--- src/rtl/microcode_sequencer_pkg.sv ---
// Shared definitions for the microcode sequencer: FSM states, default opcodes and the default control store.
// Purely combinational helpers. There is no timing or flow control here.
// Entries are {END, cw}. The fetch rows come first, then each opcode's EXEC rows from step FETCH_STEPS.
package microcode_sequencer_pkg;

    typedef enum logic [1:0] {
        ST_FETCH  = 2'd0,
        ST_EXEC   = 2'd1,
        ST_HALTED = 2'd2
    } seq_state_t;

    localparam logic [7:0] OP_LDA = 8'd0;
    localparam logic [7:0] OP_LDB = 8'd1;
    localparam logic [7:0] OP_ADD = 8'd2;

    localparam int DEF_CW_W  = 32;
    localparam int END_BIT_D = DEF_CW_W;

    localparam logic [31:0] FETCH_CW0 = 32'h0040880A;
    localparam logic [31:0] FETCH_CW1 = 32'h0040430A;
    localparam logic [31:0] FETCH_CW2 = 32'h0044410A;
    localparam logic [31:0] FETCH_CW3 = 32'h004A800A;
    localparam logic [31:0] LDA_CW0   = 32'h0040410A;
    localparam logic [31:0] LDA_CW1   = 32'h4040414A;
    localparam logic [31:0] LDB_CW0   = 32'h0440410A;
    localparam logic [31:0] LDB_CW1   = 32'h0440414A;
    localparam logic [31:0] ADD_CW0   = 32'h8840004A;

    // Default program lookup. The op argument is ignored for fetch rows.
    function automatic logic [32:0] default_entry(input int op, input int step, input int fetch_steps);
        logic [32:0] e;
        e = '0;
        if (step < fetch_steps) begin
            case (step)
                0:       e = {1'b0, FETCH_CW0};
                1:       e = {1'b0, FETCH_CW1};
                2:       e = {1'b0, FETCH_CW2};
                3:       e = {1'b0, FETCH_CW3};
                default: e = '0;
            endcase
        end else begin
            case (op)
                int'(OP_LDA): begin
                    if (step - fetch_steps == 0)      e = {1'b0, LDA_CW0};
                    else if (step - fetch_steps == 1) e = {1'b1, LDA_CW1};
                end
                int'(OP_LDB): begin
                    if (step - fetch_steps == 0)      e = {1'b0, LDB_CW0};
                    else if (step - fetch_steps == 1) e = {1'b1, LDB_CW1};
                end
                int'(OP_ADD): begin
                    if (step - fetch_steps == 0)      e = {1'b1, ADD_CW0};
                end
                default: e = '0;
            endcase
        end
        return e;
    endfunction

endpackage

--- src/rtl/microcode_sequencer_ucode_store.sv ---
// Control store: constant default program, or a writable overlay when UCODE_WRITE_EN is defined.
// Latency: combinational read. A write lands at the clock edge, so a same-cycle read returns the old entry.
// Backpressure: none. Writes are accepted every cycle.
module ucode_store
    import microcode_sequencer_pkg::*;
#(
    parameter int CW_W        = 32,
    parameter int OP_W        = 8,
    parameter int STEP_W      = 8,
    parameter int FETCH_STEPS = 4
) (
`ifdef UCODE_WRITE_EN
    input  logic                   clk,
    input  logic                   rst,
    input  logic                   wr_en,
    input  logic [OP_W+STEP_W-1:0] wr_addr,
    input  logic [CW_W:0]          wr_data,
`endif
    input  logic [OP_W+STEP_W-1:0] rd_addr,
    output logic [CW_W:0]          rd_data
);

    localparam int AW    = OP_W + STEP_W;
    localparam int DEPTH = 2 ** AW;

    logic [32:0]   def_raw;
    logic [CW_W:0] def_entry;

    always_comb begin
        def_raw   = default_entry(int'(rd_addr[AW-1:STEP_W]), int'(rd_addr[STEP_W-1:0]), FETCH_STEPS);
        def_entry = {def_raw[32], CW_W'(def_raw[31:0])};
    end

`ifdef UCODE_WRITE_EN
    logic [CW_W:0]    mem [DEPTH];
    logic [DEPTH-1:0] written;

    // A per-entry written flag lets reset restore the default program without clearing the whole array.
    always_ff @(posedge clk) begin
        if (rst) begin
            written <= '0;
        end else if (wr_en) begin
            written[wr_addr] <= 1'b1;
        end
    end

    always_ff @(posedge clk) begin
        if (wr_en) begin
            mem[wr_addr] <= wr_data;
        end
    end

    assign rd_data = written[rd_addr] ? mem[rd_addr] : def_entry;
`else
    assign rd_data = def_entry;
`endif

endmodule

--- src/rtl/microcode_sequencer.sv ---
// Microcode sequencer with step counter, opcode latch, fetch/dispatch, END detection, stall and halt. Optional UCODE_WRITE_EN.
// Latency: the first EXEC word appears 1 cycle after the last fetch step. All outputs are registered from the next {state,op,step}.
// Backpressure: stall_in holds every register and forces illegal_op low.
module microcode_sequencer
    import microcode_sequencer_pkg::*;
#(
    parameter int              CW_W        = 32,
    parameter int              OP_W        = 8,
    parameter int              STEP_W      = 8,
    parameter int              FETCH_STEPS = 4,
    parameter int              NUM_OPS     = 3,
    parameter logic [OP_W-1:0] HALT_OP     = 8'hFF
) (
    input  logic                   clk,
    input  logic                   rst,
    input  logic [OP_W-1:0]        opcode_in,
    input  logic                   stall_in,
`ifdef UCODE_WRITE_EN
    input  logic                   wr_en,
    input  logic [OP_W+STEP_W-1:0] wr_addr,
    input  logic [CW_W:0]          wr_data,
`endif
    output logic [CW_W-1:0]        ctrl_word_out,
    output logic [STEP_W-1:0]      step_out,
    output logic                   instr_done,
    output logic                   illegal_op,
    output logic                   halted
);

    seq_state_t             state_q, state_n;
    logic [STEP_W-1:0]      step_q, step_n;
    logic [OP_W-1:0]        op_q, op_n;
    logic                   ill_n;
    logic [OP_W+STEP_W-1:0] rd_addr;
    logic [CW_W:0]          rd_data;

    always_comb begin
        state_n = state_q;
        step_n  = step_q;
        op_n    = op_q;
        ill_n   = 1'b0;
        case (state_q)
            ST_FETCH: begin
                if (step_q == STEP_W'(FETCH_STEPS - 1)) begin
                    op_n = opcode_in;
                    if (int'(opcode_in) < NUM_OPS) begin
                        state_n = ST_EXEC;
                        step_n  = STEP_W'(FETCH_STEPS);
                    end else if (opcode_in == HALT_OP) begin
                        state_n = ST_HALTED;
                    end else begin
                        step_n = '0;
                        ill_n  = 1'b1;
                    end
                end else begin
                    step_n = step_q + 1'b1;
                end
            end
            ST_EXEC: begin
                // instr_done already holds the END bit of the step on display.
                // Running off the top of the counter falls back to fetch instead of wrapping.
                if (instr_done || (step_q == '1)) begin
                    state_n = ST_FETCH;
                    step_n  = '0;
                end else begin
                    step_n = step_q + 1'b1;
                end
            end
            ST_HALTED: ;
            default: begin
                state_n = ST_FETCH;
                step_n  = '0;
            end
        endcase
    end

    assign rd_addr = (state_n == ST_FETCH) ? {{OP_W{1'b0}}, step_n} : {op_n, step_n};

    ucode_store #(
        .CW_W        (CW_W),
        .OP_W        (OP_W),
        .STEP_W      (STEP_W),
        .FETCH_STEPS (FETCH_STEPS)
    ) u_store (
`ifdef UCODE_WRITE_EN
        .clk     (clk),
        .rst     (rst),
        .wr_en   (wr_en),
        .wr_addr (wr_addr),
        .wr_data (wr_data),
`endif
        .rd_addr (rd_addr),
        .rd_data (rd_data)
    );

    always_ff @(posedge clk) begin
        if (rst) begin
            state_q       <= ST_FETCH;
            step_q        <= '0;
            op_q          <= '0;
            ctrl_word_out <= CW_W'(FETCH_CW0);
            instr_done    <= 1'b0;
            illegal_op    <= 1'b0;
            halted        <= 1'b0;
        end else if (stall_in) begin
            illegal_op <= 1'b0;
        end else begin
            state_q       <= state_n;
            step_q        <= step_n;
            op_q          <= op_n;
            ctrl_word_out <= (state_n == ST_HALTED) ? '0 : rd_data[CW_W-1:0];
            instr_done    <= (state_n == ST_EXEC) && rd_data[CW_W];
            illegal_op    <= ill_n;
            halted        <= (state_n == ST_HALTED);
        end
    end

    assign step_out = step_q;

endmodule
--- config.mk ---
export PLATFORM = sky130hd
export DESIGN_NAME = microcode_sequencer
export DESIGN_NICKNAME = d
export VERILOG_FILES = /design/src/rtl/microcode_sequencer_pkg.sv /design/src/rtl/microcode_sequencer_ucode_store.sv /design/src/rtl/microcode_sequencer.sv
export SDC_FILE = /design/constraint.sdc
export NUM_CORES = 1
export LEC_CHECK = 0
export CELL_PAD_IN_SITES_DETAIL_PLACEMENT = 0
export CELL_PAD_IN_SITES_GLOBAL_PLACEMENT = 2
export CORE_ASPECT_RATIO = 1.2
export CORE_MARGIN = 1.5
export CORE_UTILIZATION = 29
export CTS_CLUSTER_SIZE = 28
export DETAILED_ROUTE_END_ITERATION = 10
export PLACE_DENSITY = 0.86
export SYNTH_ARGS = -nofsm -noshare
export SYNTH_HDL_FRONTEND = slang
export SYNTH_SLANG_ARGS = --single-unit
--- constraint.sdc ---
create_clock -name clk -period 5.5 [get_ports clk]
set_clock_uncertainty 0.05 [all_clocks]
set_input_delay 1.1 -clock clk [delete_from_list [all_inputs] [get_ports clk]]
set_output_delay 1.1 -clock clk [all_outputs]
set_load 0.1 [all_outputs]
# Yosys cells after proc, flatten, opt, wreduce, memory -nomap -nowiden
# Index checks and enable logic that the tools add are counted.
word_totals:
  regBits: 53
  input_bits: 11
  out_inout_bits: 43
  elab_cells: 57
classes:
  order_cmp: 2
  n_mux: 23
  n_addsub: 2
  bitwise_logic: 2
  reduce_logical: 8
  n_eq_ne: 13
op_table:
  columns: ["cell", "count"]
  rows:
  - ["2-to-1 mux 33 bit", 6]
  - ["one-hot mux 33 bit (3 select lines)", 1]
  - ["one-hot mux 23 bit (4 select lines)", 1]
  - ["2-to-1 mux 8 bit", 6]
  - ["== test 32 x 2 -> 1 bit (second input constant)", 1]
  - ["== test 8 x 2 -> 1 bit (second input constant)", 4]
  - ["zero test 32 bit", 1]
  - ["2-to-1 mux 32 bit", 1]
  - ["one-hot mux 8 bit (3 select lines)", 1]
  - ["== test 8 x 1 -> 1 bit (second input constant)", 2]
  - ["== test 8 bit (second input constant)", 2]
  - ["zero test 8 bit", 2]
  - ["2-to-1 mux 16 bit", 1]
  - ["subtractor 8 x 3 -> 9 bit (second input constant)", 1]
  - ["adder 8 x 1 -> 8 bit (second input constant)", 1]
  - ["< comparator 8 x 2 -> 1 bit (second input constant)", 1]
  - ["< comparator 8 x 3 -> 1 bit (second input constant)", 1]
  - ["2-to-1 mux 2 bit", 4]
  - ["one-hot mux 2 bit (3 select lines)", 1]
  - ["OR reduction 5 bit", 1]
  - ["== test 2 x 1 -> 1 bit (second input constant)", 2]
  - ["== test 2 bit (second input constant)", 2]
  - ["zero test 2 bit", 2]
  - ["inverter 1 bit", 2]
  - ["other kinds (3)", 3]

# Logic depth before layout (Yosys ltp)
logic_depth:
  ltp_word: 14
  mapped_depth: 9

# Modules after synthesis
# From an unflattened synthesis, not the netlist that was laid out.
unflattened:
  cells_unflattened: 314
  hier_area_um2: 2775.2
by_module_without_submodules:
  columns: ["module", "area_each_um2", "cells_each", "n_inst"]
  rows:
  - ["microcode_sequencer", 2399.8, 261, 1]
  - ["ucode_store", 375.4, 53, 1]

# Worst setup path after synthesis
# No wires, ideal clock.
synth_timing:
  kind: "reg2reg"
  start: "register step_q[0], in the netlist step_out[0]"
  end: "register ctrl_word_out[6]"
  t_arrival_ns: 3.598
  n_path_buf: 1
  path_stages_with_launch: 10
  setup_time_ns: 0.065
  required_time_ns: 5.385
  path_slack_ns: 1.787
  cell_sequence: "dfxtp_1 > ha_1 > or4b_4 > or4_4 > buf_6 > o221ai_1 > and2_1 > or4b_4 > o31ai_2 > a32o_1"
synth_via:
  elab_chain_cells: 12
  elab_cells_between_ends: 32
  cone_classes: "add/sub: 2; order compare: 1; eq/ne: 6; mux: 19; reduce/logical: 4"
synth_lines:
  columns: ["item", "line", "rtl"]
  rows:
  - ["start: declaration", "microcode_sequencer.sv:31", "logic [STEP_W-1:0] step_q, step_n;"]
  - ["start signal: assignment", "microcode_sequencer.sv:109", "step_q <= step_n;"]
  - ["parallel branches: the longest is 11 deep, another holds subtractor 8 x 3 -> 9 bit", null, null]
  - ["2-to-1 mux 32 bit (*)", "microcode_sequencer.sv:111", "ctrl_word_out <= (state_n == ST_HALTED) ? '0 : rd_data[CW_W-1:0];"]
  - ["end signal: assignment", "microcode_sequencer.sv:101", "ctrl_word_out <= CW_W'(FETCH_CW0);"]
  - ["end signal: assignment", "microcode_sequencer.sv:111", null]
  - ["end: declaration", "microcode_sequencer.sv:23", "output logic [CW_W-1:0] ctrl_word_out,"]
# Mark *: on every way between the ends.
# A chain may end at the register's enable or synchronous reset.

# Final worst setup path
layout_timing:
  start: "input port opcode_in[1]"
  end: "register ctrl_word_out[22]"
layout_via:
  elab_chain_cells: 13
  elab_cells_between_ends: 35
  cone_classes: "add/sub: 1; order compare: 2; eq/ne: 8; mux: 20; reduce/logical: 4"
layout_lines:
  columns: ["item", "line", "rtl"]
  rows:
  - ["start: declaration", "microcode_sequencer.sv:16", "input logic [OP_W-1:0] opcode_in,"]
  - ["parallel branches: the longest is 12 deep, another holds subtractor 8 x 3 -> 9 bit", null, null]
  - ["2-to-1 mux 32 bit (*)", "microcode_sequencer.sv:111", null]
# Marks and branches as above.

==> impl_results.md <==
- GRT met2 Usage: 24.28%
- Measured slew at the worst slew-check pin: 0.9726 ns
- Status: complete, no violations
- Fill cell count: 714
- Via count: 1,862
- Post-synth top area cell: dfxtp_1
- Global placement routability congestion: 0.8465
- Core area: 6486 sq um
- Met1 Track Usage GR: 18.72%
- Global-route wire length before repair: 8431 um
- Synth cell types: 57
- Crit path DAT: 3.65 ns
- Share of the synthesized area in the top cell type: 32.76%
- Diodes inserted: 0
- Post-layout minimum cycle time: 3.527 ns
- Startpoint Class: input pin
- Pins Over Slew Limit: 0
- TNS Setup: 0 ns
- # hold bufs at CTS: 0
- CTS Buffer Depth: 2
- DRC errors left: 0
- Overall die area: 7247 sq um
- Main area contributors after synthesis: dfxtp_1 (33%), buf_4 (8.4%), a21oi_1 (6.9%), nand2_1 (6.0%), nor2_1 (4.8%)
- Max-cap violations: 0
- Clk sink count: 32
- RSZ-0062 raised after global routing: false
- Commonest non-fill, non-tap cell in the layout: clkdlybuf4s50_1
- Met3 global-route usage: 3.448%
- H-tree lvl count: 2
- Mapped cell area: 1956 sq um
- Starting Density: 30.15%
- Detailed placer's ending HPWL: 3639 um
- Leading cell types in the layout, fill and taps excluded: clkdlybuf4s50_1 (37), dfxtp_1 (32), nand2_1 (31)
- Syn Area/Cell: 7.823 sq um
- Area Overhead vs Synth: 23.10%
- Die Y: 92.96 um
- Asr flop ratio synth: 0%
- Fin crit share: 64.13%
- EDFF count, synth: 0
- Pwr Density: 285.4 nW/um^2
- Lkg Pwr: 0.8637 nW
- DR iter-0 viols: 114
- Die Wd: 77.97 um
- Gates resized, CTS repair: 0
- Cells after synthesis: 250
- Critical path data required time: 5.63 ns
- Initial antenna violation count: 0
- Pin count of the biggest net entering global routing: 30
- Routed vias/inst: 5.129
- CP max FO: 11
- Clk_lat worst skew: 0.28 ns
- Rel. slew slack: 34.96%
- CTS Root Cell: clkbuf_8
- Final ANT Viol Nets: 0
- Final setup fails: 0
- Layout cells sized above 1: 6.835%
- Worst setup EP type: flop
- DP Cell Count: 355
- DRT Wirelength: 5173 um
- Wirelength per Cell: 14.25 um
- Vias in the first global route: 1,707
- Remaining global-route overflow: 0
- Cts bufs inserted: 5
- CTS tree: yes
- Final Non-Filler Cells: 363
- GRT Util Overall: 14.88%
- VDD IR max: 95.35 uV
- Worst Hold Class: flop to flop
- Sequential fraction of the synthesis area: 32.76%
- Nets: 289
- Ys flop type: dfxtp_1
- Warnings, synthesis: 0
- Global route hottest layer: met2
- Clk slew on worst S/H paths: 0.07 ns
- Cell Rows: 32
- Worst Setup Path Type: input pin to flop
- Post-CTS Setup Inserts: 0
- Drt pass-1 iters: 4
- #FFs+latches synth: 32
- IO Port Bufs: 37
- I/O pin count: 54
- Hold Fails Final Rpt: 0
- FMAX: 283.5 MHz
area by class of cell:
cell class | count | area [sq um] | area share (%)
multi-input cells | 194 | 1126 | 46.78
flip-flops and latches | 32 | 640.6 | 26.61
repair buffers | 40 | 392.9 | 16.32
well taps | 85 | 106.4 | 4.418
clock buffers | 7 | 96.34 | 4.002
clock inverters | 1 | 30.03 | 1.247
inverters | 4 | 15.01 | 0.6237
cells in the mapped netlist, types with 3 or more instances:
master / instances
nor2b_1: 3
buf_4: 22
o21ai_0: 14
dfxtp_1: 32
inv_1: 3
clkbuf_1: 10
nand2_1: 31
nor2_1: 25
nand3_1: 8
a211oi_1: 3
nand4_1: 6
and2_1: 3
o31ai_1: 4
a21oi_1: 27
and3_1: 4
worst paths after layout:
check | startpoint | endpoint | slack (ns) | cells past startpoint
min reg2reg | ctrl_word_out[9] | ctrl_word_out[9] | 0.41 | 2
max | opcode_in[1] | ctrl_word_out[22] | 1.97 | 8
min | ctrl_word_out[9] | ctrl_word_out[9] | 0.41 | 2
max reg2reg | step_out[0] | ctrl_word_out[30] | 2.03 | 8
where the power goes:
part	switching [mW]	internal, mW	leakage [nW]
Clock	0.0902	0.160	0.0645
Combinational	0.152	0.0395	0.539
Sequential	0.00700	0.239	0.260
Total	0.249	0.438	0.864
registers in the layout (all words and copies together), names as in the netlist:
signal / cells
step_out: 8
instr_done: 1
ctrl_word_out: 11
op_q: 8
illegal_op: 1
state_q: 2
halted: 1
kinds of logic after synthesis:
| kind of cell | count (synthesis) | synth area share (%) |
|---|---|---|
| AND/OR/NAND/NOR | 94 | 24.31 |
| AO/OA/AOI/OAI | 77 | 26.04 |
| buffers and inverters | 39 | 12.54 |
| flip-flops | 32 | 32.76 |
| XOR/XNOR | 3 | 1.344 |
| multiplexers | 3 | 2.175 |
| adder cells (fa/ha/maj) | 1 | 0.6397 |
| other | 1 | 0.1918 |
metal layers:
layer	share of wire, %	wire, um
met5	0	0
met4	1.1	58
met3	4.9	252
met2	47	2454
met1	47	2407
stage by stage:
step	utilization, %	total power, mW	setup WS (ns)	hold WS [ns]	area, sq um
after CTS	37.11	0.6943	2.011	0.4194	2407
final	37.11	0.6871	1.973	0.4142	2407
after global placement	35.17	0.4422	1.786	0.4043	2281
after detailed placement	35.17	0.4425	1.700	0.3987	2281
after floorplan	-	0.4153	1.787	0.4034	2012
after global routing	37.11	0.7167	1.737	0.4429	2407
worst max-delay path, stage by stage:
cell and delay (ns):
clkdlybuf4s50_1 0.59, nand4_1 0.15, o41a_1 0.40, nor2_1 0.39, a22o_1 0.45, or4b_4 0.22
nand2b_1 0.05, a221o_1 0.31
No activity file was read; power rests on OpenSTA's default activity.
